<file path="config.mk">
export PLATFORM = sky130hd
export DESIGN_NAME = uart_rx_flat
export DESIGN_NICKNAME = d
export VERILOG_FILES = /design/src/rtl/uart_rx_if.sv /design/src/rtl/uart_rx.sv /design/src/flat_wrapper.sv
export SDC_FILE = /design/constraint.sdc
export NUM_CORES = 1
export LEC_CHECK = 0
export ABC_AREA = 1
export CORE_ASPECT_RATIO = 1.5
export CORE_MARGIN = 2
export CORE_UTILIZATION = 40
export CTS_CLUSTER_DIAMETER = 50
export CTS_CLUSTER_SIZE = 30
export DETAILED_ROUTE_END_ITERATION = 8
export PLACE_DENSITY_LB_ADDON = 0.1
export SLEW_MARGIN = 20
export SYNTH_ARGS = -nofsm -noshare
export SYNTH_HDL_FRONTEND = slang
export SYNTH_SLANG_ARGS = --single-unit
</file>
<file path="constraint.sdc">
create_clock -name clk -period 1.63 [get_ports clk]
set_input_delay 0.163 -clock clk [delete_from_list [all_inputs] [get_ports clk]]
set_output_delay 0.163 -clock clk [all_outputs]
set_load 0.01 [all_outputs]
</file>
<file path="src/rtl/uart_rx_if.sv">
// Bus-side view of the UART receiver: received byte, status flags and the read acknowledge.
// available acts as valid for data; data_read is a one-cycle acknowledge that consumes data
// whenever it is high, and needs no ready-style backpressure from the receiver.
interface uart_rx_if;
  logic [7:0] data;
  logic       available;
  logic       data_read;
  logic       framing_err;
  logic       overrun;
  logic       busy;

  modport slave (
    input  data_read,
    output data, available, framing_err, overrun, busy
  );

  modport master (
    output data_read,
    input  data, available, framing_err, overrun, busy
  );
endinterface

</file>
<file path="src/rtl/uart_rx.sv">
// 8N1 UART receiver, oversampled by a one-cycle sample tick from the baud generator.
// Each byte is held with an available flag; framing and overrun errors are sticky until data_read.
module uart_rx #(
  parameter int OVERSAMPLE = 16
) (
  input  logic       clk,
  input  logic       nrst,
  input  logic       sample_tick,
  input  logic       rx,
  uart_rx_if.slave   bus,
  output logic [1:0] dbg_state_o
);
  localparam int TW = $clog2(OVERSAMPLE);
  localparam logic [TW-1:0] HALF_M1 = TW'(OVERSAMPLE / 2 - 1);
  localparam logic [TW-1:0] FULL_M1 = TW'(OVERSAMPLE - 1);

  typedef enum logic [1:0] {IDLE, START, DATA, STOP} state_t;

  state_t          state_q, state_d;
  logic            sync1_q, rx_s_q;
  logic [TW-1:0]   tick_cnt_q, tick_cnt_d;
  logic [2:0]      bit_cnt_q, bit_cnt_d;
  logic [7:0]      shift_q, shift_d;
  logic [7:0]      data_q, data_d;
  logic            avail_q, avail_d;
  logic            fe_q, fe_d;
  logic            ov_q, ov_d;
  logic            stop_good, stop_bad;

  always_ff @(posedge clk or negedge nrst) begin
    if (!nrst) begin
      sync1_q    <= 1'b1;
      rx_s_q     <= 1'b1;
      state_q    <= IDLE;
      tick_cnt_q <= '0;
      bit_cnt_q  <= '0;
      shift_q    <= '0;
      data_q     <= '0;
      avail_q    <= 1'b0;
      fe_q       <= 1'b0;
      ov_q       <= 1'b0;
    end else begin
      sync1_q    <= rx;
      rx_s_q     <= sync1_q;
      state_q    <= state_d;
      tick_cnt_q <= tick_cnt_d;
      bit_cnt_q  <= bit_cnt_d;
      shift_q    <= shift_d;
      data_q     <= data_d;
      avail_q    <= avail_d;
      fe_q       <= fe_d;
      ov_q       <= ov_d;
    end
  end

  always_comb begin
    state_d    = state_q;
    tick_cnt_d = tick_cnt_q;
    bit_cnt_d  = bit_cnt_q;
    shift_d    = shift_q;
    stop_good  = 1'b0;
    stop_bad   = 1'b0;
    if (sample_tick) begin
      case (state_q)
        IDLE: begin
          tick_cnt_d = '0;
          if (!rx_s_q) state_d = START;
        end
        START: begin
          if (tick_cnt_q == HALF_M1) begin
            tick_cnt_d = '0;
            bit_cnt_d  = '0;
            // A start bit that is high again by its midpoint is treated as line noise.
            state_d    = rx_s_q ? IDLE : DATA;
          end else begin
            tick_cnt_d = tick_cnt_q + 1'b1;
          end
        end
        DATA: begin
          if (tick_cnt_q == FULL_M1) begin
            tick_cnt_d = '0;
            shift_d    = {rx_s_q, shift_q[7:1]};
            if (bit_cnt_q == 3'd7) state_d = STOP;
            else                   bit_cnt_d = bit_cnt_q + 3'd1;
          end else begin
            tick_cnt_d = tick_cnt_q + 1'b1;
          end
        end
        STOP: begin
          if (tick_cnt_q == FULL_M1) begin
            tick_cnt_d = '0;
            state_d    = IDLE;
            stop_good  = rx_s_q;
            stop_bad   = !rx_s_q;
          end else begin
            tick_cnt_d = tick_cnt_q + 1'b1;
          end
        end
        default: state_d = IDLE;
      endcase
    end
  end

  // Status updates: a read clears everything first, then a completing frame may set flags again.
  always_comb begin
    data_d  = data_q;
    avail_d = bus.data_read ? 1'b0 : avail_q;
    fe_d    = bus.data_read ? 1'b0 : fe_q;
    ov_d    = bus.data_read ? 1'b0 : ov_q;
    if (stop_good) begin
      data_d  = shift_q;
      avail_d = 1'b1;
      if (avail_q && !bus.data_read) ov_d = 1'b1;
    end
    if (stop_bad) fe_d = 1'b1;
  end

  assign bus.data        = data_q;
  assign bus.available   = avail_q;
  assign bus.framing_err = fe_q;
  assign bus.overrun     = ov_q;
  assign bus.busy        = (state_q != IDLE);
  assign dbg_state_o     = state_q;
endmodule

</file>
<file path="src/flat_wrapper.sv">
// flat-port wrapper written by rule: the top's interface ports become plain ports
module uart_rx_flat 
#(
  parameter int OVERSAMPLE = 16
)
  (clk, nrst, sample_tick, rx, dbg_state_o, bus_data_read, bus_data, bus_available, bus_framing_err, bus_overrun, bus_busy);
  uart_rx_if bus_i ();
  input  logic clk;
  input  logic nrst;
  input  logic sample_tick;
  input  logic rx;
  output logic [1:0] dbg_state_o;
  input wire logic [$bits(bus_i.data_read)-1:0] bus_data_read;
  output wire logic [$bits(bus_i.data)-1:0] bus_data;
  output wire logic [$bits(bus_i.available)-1:0] bus_available;
  output wire logic [$bits(bus_i.framing_err)-1:0] bus_framing_err;
  output wire logic [$bits(bus_i.overrun)-1:0] bus_overrun;
  output wire logic [$bits(bus_i.busy)-1:0] bus_busy;
  assign bus_i.data_read = bus_data_read;
  assign bus_data = bus_i.data;
  assign bus_available = bus_i.available;
  assign bus_framing_err = bus_i.framing_err;
  assign bus_overrun = bus_i.overrun;
  assign bus_busy = bus_i.busy;
  uart_rx #(.OVERSAMPLE(OVERSAMPLE)) u_core (.clk(clk), .nrst(nrst), .sample_tick(sample_tick), .rx(rx), .bus(bus_i), .dbg_state_o(dbg_state_o));
endmodule
</file>
==> metrics.yaml <==
finalSetupViolations: 0
dieHeight_um: 76.4
postCtsSetupBuffers: 0
synth_nets: 152
grt_overflow: 0
wl_per_cell_um: 11.9
avgSynthCellArea_um2: 9.71
first_pass_iters: 4
area_delta_synth_final_pct: 25.4
cp_cell_sequence: "nor2_1, inv_1, clkdlybuf4s50_1"
hold_slack_ns: 0.265
htree_levels: 2
endpoint_kind: "primary output"
clockPowerShare_pct: 34.8
leakage_nw: 0.818
io_pins: 19
async_flop_share_pct: 100
grt-busiest-layer: "met2"
vias: 1018
antenna_found_initial: 0
hold_path.class: "input port to async pin"
totalWireLength_um: 2530
arrival_ns: 1.39
power_switching_share_pct: 29.6
worst_slack_ns: 0.0746
startpoint_type: "flip-flop"
cts.sinks: 30
synth_most_common_cell: "nand2_1"
synthTopCellsByCount: "nand2_1 (38), dfrtp_1 (28), inv_1 (16), o21ai_2 (11), o21ai_0 (9)"
ys_seq_elements: 30
grt_use_met1_pct: 19.0
synth_area_um2: 1400
core_area_um2: 3380
first_global_vias: 1011
start_util_pct: 41.3
numCtsBuffers: 5
synth_top_area_share_pct: 50.1
avgViaCountPerCell: 4.78
peakVddDrop_uv: 692
die-area_um2: 3990
worst_skew_pair.late_latency_ns: 0.27
intPower_mw: 1.45
grt_usage_pct: 15.7
fmax_ghz: 0.643
cts_tree: "done"
dp_hpwl_um: 1850
layout-drive-gt1-share_pct: 21.6
path_class: "flip-flop to primary output"
die_w_um: 52.3
final_max_slew_viol_count: 0
slowest_stage: "clkdlybuf4s50_1"
grt_util_met2_pct: 24.8
dpl_worst_slack_ns: 0.118
maxCapViolCount: 0
ys_top_cells_by_area: "dfrtp_1 (50%), nand2_1 (10%), o21ai_2 (6.9%)"
antenna_left: 0
pwr-share-comb_pct: 21.4
outcome: "complete, no violations"
drt_iter0_drc: 17
antennaDiodeCount: 0
synth-seq-area-share_pct: 53.9
netSwitchingPower_mw: 0.612
total_power_mw: 2.07
yosysTopAreaCell: "dfrtp_1"
yosysWarnings: 0
tightest_slew_ns: 0.375
cts_resized: 2
fin_crit_sh_pct: 95.4
cts_buffer_depth: 2
critPathMaxStageDelay_ns: 0.53
grt_max_degree: 31
rows: 26
synth-main-ff-cell: "dfrtp_1"
syn_inst: 144
seq_power_share_pct: 43.8
gp_congestion: 0.827
drcViolationCount: 0
root_buffer: "clkbuf_8"
fin_nets: 178
hold_buffers: 0
critPathRequiredTime_ns: 1.47
port-buffer-count: 18
synth_cell_types: 23
power_density_nw_per_um2: 1180
crit_path_max_fanout: 9
tns_ns: 0
synth_enable_flop_cells: 0
hold_violations: 0
grt_pass1_wl_um: 4580
met3_usage_pct: 5.29
max_slew_margin_pct: 75.0
min_period_ns: 1.56
path_clk_slew_ns: 0.06
rsz0062_at_grt: "no"
fin_skew_ns: 0.00524
-- through the flow --
stage / cell area [um2] / instances / util (%)
final: 1750 / 213 / 51.8
after global routing: 1750 / 213 / 51.8
after CTS: 1750 / 213 / 51.8
after detailed placement: 1640 / 205 / 48.6
after global placement: 1640 / 205 / 48.6
after floorplan: 1400 / 144 / -
-- logic make-up (layout without fill, tap and decap cells) --
logic type	after synthesis	count (layout)	synth area share, %
adders and majority gates	3	3	2.69
DFF	30	30	53.9
buffers and inverters	23	50	8.06
and+or+nand+nor	57	57	19.0
xor gates and xnor gates	1	1	0.627
AOI/OAI and AO/OA	30	30	15.8
-- critical path, delay by kind of cell, from the launching register on --
kind / cells / cell delay, ns
buffers and inverters: 2 / 0.60
flip-flops: 1 / 0.44
AND/OR/NAND/NOR: 1 / 0.07
-- layout make-up --
type                    instances  area (um2)
fillers                       338        1630
flip-flops and latches         30         756
multi-input cells              91         532
repair buffers                 24         238
clock buffers                   7        76.3
inverters                      18        68.8
well taps                      42        52.6
clock inverters                 1        30.0
-- sequential cells by signal (all words and copies together) (netlist names), named ones only --
register and cells:
u_core.sync1_q 1, u_core.dbg_state_o 1, u_core.bit_cnt_q 3, u_core.shift_q 8, u_core.rx_s_q 1, u_core.bus.overrun 1, u_core.bus.available 1, u_core.bus.framing_err 1
u_core.bus.data 8, u_core.tick_cnt_q 4
-- path summary, 6_finish.rpt --
path | startpoint | endpoint | slack, ns | depth (start not counted)
max in group asynchronous | nrst | u_core.sync1_q | 1.04 | 2
setup reg to reg | u_core.tick_cnt_q[1] | u_core.bus.data[2] | 0.19 | 7
min in group clk | rx | u_core.sync1_q | 0.29 | 1
hold reg to reg | u_core.sync1_q | u_core.rx_s_q | 0.36 | 0
setup / recovery | flip-flop | bus_busy | 0.07 | 3
hold / removal | nrst | async pin | 0.26 | 2
-- layout by cell type (no fill, tap or decap) --
master / instances
dfstp_2: 2
buf_12: 1
o2bb2ai_4: 1
ha_1: 3
dfrtp_1: 26
nand2_1: 38
inv_1: 16
o31ai_1: 1
clkinv_2: 1
nor2_1: 5
dfrtp_2: 2
nand3_4: 1
nand2_2: 4
xor2_1: 1
a21oi_1: 6
clkbuf_1: 2
o21ai_2: 11
bufinv_16: 1
nor3_2: 1
buf_4: 5
a22o_1: 1
o21ai_1: 1
o21ai_0: 9
nand3_1: 7
inv_2: 1
clkdlybuf4s50_1: 18
nor3_4: 1
clkbuf_8: 5
-- per-layer routing --
metal | part of all wire, % | routed length, um | up-vias
met5 | 0 | 0 | -
met4 | 1.8 | 45 | 0
met3 | 4.6 | 116 | 5
met2 | 51 | 1300 | 21
met1 | 42 | 1070 | 483
li1 | - | - | 509
-- power groups by stage --
stage / Clock [mW] / Combinational (mW) / Sequential, mW
finish: 0.719 / 0.442 / 0.906
global route: 0.776 / 0.501 / 0.921
CTS: 0.742 / 0.449 / 0.906
detailed placement: 0 / 0.448 / 0.914
global placement: 0 / 0.439 / 0.913
floorplan: 0 / 0.348 / 0.875
Power figures use the tool's default switching activity.
==> RTL edit: new RTL, config.mk and constraints unchanged <==
`OVERSAMPLE` is set to 16 in 2 places; all go to 8.
--- a/src/rtl/uart_rx.sv
+++ b/src/rtl/uart_rx.sv
@@ -1,7 +1,7 @@
 // 8N1 UART receiver, oversampled by a one-cycle sample tick from the baud generator.
 // Each byte is held with an available flag; framing and overrun errors are sticky until data_read.
 module uart_rx #(
-  parameter int OVERSAMPLE = 16
+  parameter int OVERSAMPLE = 8
 ) (
   input  logic       clk,
   input  logic       nrst,
--- a/src/flat_wrapper.sv
+++ b/src/flat_wrapper.sv
@@ -1,7 +1,7 @@
 // flat-port wrapper written by rule: the top's interface ports become plain ports
 module uart_rx_flat 
 #(
-  parameter int OVERSAMPLE = 16
+  parameter int OVERSAMPLE = 8
 )
   (clk, nrst, sample_tick, rx, dbg_state_o, bus_data_read, bus_data, bus_available, bus_framing_err, bus_overrun, bus_busy);
   uart_rx_if bus_i ();
Check against the original RTL: not equivalent (a bounded check fails within 10 cycles, from zero or initial values and one cycle with nrst low).
==> RTL edit against the original RTL <==
Synthesized area decreased by 1.8%; register-to-register slack got worse by 0.04 ns; count of clock-buffer cells in the layout unchanged; via count increased by 0.88%; sequential share of layout area decreased by 0.61 points; wire length increased by 1.5%; largest cell class unchanged; total power decreased by 5.4%; combinational power increased by 18%; sequential cell count decreased by 1; cell area decreased by 1.9%; die area decreased by 1.7%; worst setup slack improved by 0.062 ns.
==> RTL edit: results (changes against the original RTL) <==
Worst Path Arrival 1.33 ns (-0.06 ns); Root Buffer clkbuf_8; Max clock buf depth 2 (unchanged); Distinct cells, synth 19 (-17%); Post-synth ARST share 100% (unchanged); Top FF cell, synth dfrtp_1; Post-DP HPWL 1830 um (-1.0%); Post CTS Setup Buffer Count 1 (+1); ANT cells 0 (unchanged); Synth Net Count 159 (+4.6%); top cells by count, synth nand2_1 (44), dfrtp_1 (27), inv_1 (18); Vias per Instance 4.78 (about the same); total CTS buffers 5 (unchanged); Seq/Total Area, Yosys 53.1% (-0.84 points); Syn. warnings 0 (unchanged); routability congestion estimate 0.768 (-7.1%); post-cts resize count 3 (+1); largest net degree at the start of global routing 30 (-3.2%); count of TritonRoute iterations in the first routing pass 4 (unchanged); leakage 0.825 nW (+0.81%); DRT Wirelength 2570 um (+1.5%); Remaining DRCs 0 (unchanged); initial antenna violation count 0 (unchanged); DP Area 1610 um^2 (-1.9%); hold crit path type in2async; clk_skew 0.00414 ns (-0.00110 ns); H-tree Lvls 2 (unchanged); vias in the first global route 1,031 (+2.0%); synth top area cells dfrtp_1 (49%), nand2_1 (12%), ha_1 (6.4%), inv_1 (4.9%), o21ai_2 (4.5%); CP Max Fanout 6 (-3); first-pass GRT wire length 4650 um (+1.5%); crit-path max cell delay 0.53 ns (about the same); met3 usage 4.71% (-0.59 points); clock transition at the registers of the reported paths 0.06 ns (about the same); Worst-Skew Late Latency 0.27 ns (about the same); Met1 Wirelength 1090 um (+2.1%); share of layout cells above drive strength 1 16.8% (-4.9 points); Total GRT Usage 16.5% (+0.82 points); Crit-path slowest cell clkdlybuf4s50_1; met3 wire length 94 um (-19%); buffers added on ports 18 (unchanged); met2 wire length 1320 um (+1.5%); pre-CTS setup slack 0.0920 ns (-0.0255 ns); worst slew pin tran 0.365 ns (-0.00934 ns); DR iter-0 viols 20 (+3); top sig layer met4; Final nets 185 (+3.9%); Worst VDD drop 0.597 mV (-14%); Global Route met2 Usage 27.7% (+2.9 points); GR Util met1 18.5% (-0.46 points); cell family with most CP delay buffers and inverters; status complete, no violations
RTL edit: cell count changes after synthesis, moves of 3 or more:
cell | unedited run | this run
nand2_2 | 4 | 1
ha_1 | 3 | 7
a21oi_1 | 6 | 0
nand3b_1 | 0 | 3
nand3_1 | 7 | 10
nand2_1 | 38 | 44
o21ai_2 | 11 | 7
RTL edit: path summary, 6_finish.rpt:
kind | depth (start not counted) | slack, ns | start | to
hold reg to reg | 0 | 0.35 | u_core.sync1_q | u_core.rx_s_q
setup / recovery | 2 | 0.14 | u_core.dbg_state_o[0] | dbg_state_o[0]
min in group clk | 1 | 0.30 | rx | u_core.sync1_q
setup reg to reg | 8 | 0.15 | u_core.tick_cnt_q[1] | u_core.bus.data[6]
hold / removal | 2 | 0.27 | nrst | u_core.bit_cnt_q[0]
max in group asynchronous | 2 | 1.05 | nrst | u_core.sync1_q
RTL edit: cell type report:
cell class                      instances  area, um^2
Clock buffer                            7        86.3
Tap cell                               42        52.6
Timing Repair Buffer                   22         221
Inverter                               20        75.1
Multi-Input combinational cell         95         553
Sequential cell                        29         731
Fill cell                             322        1630
RTL edit: where the power goes:
| part | internal, W | total (W) | switching, W |
|---|---|---|---|
| Sequential | 0.000790 | 0.000849 | 0.0000584 |
| Clock | 0.000334 | 0.000583 | 0.000249 |
| Combinational | 0.000197 | 0.000523 | 0.000327 |
| Total | 0.00132 | 0.00196 | 0.000634 |
RTL edit: per-stage QoR:
stage                     hold slack, ns  cells
after floorplan                   -0.133    147
after global placement             0.346    207
after detailed placement           0.347    207
after CTS                          0.281    215
after global routing               0.296    215
final                              0.273    215
RTL edit: logic make-up after synthesis:
logic type      share of synthesized area, %
compound gates                          11.7
flops                                   53.1
buf+inv                                 7.47
simple gates                            21.4
fa+ha+maj                               6.38
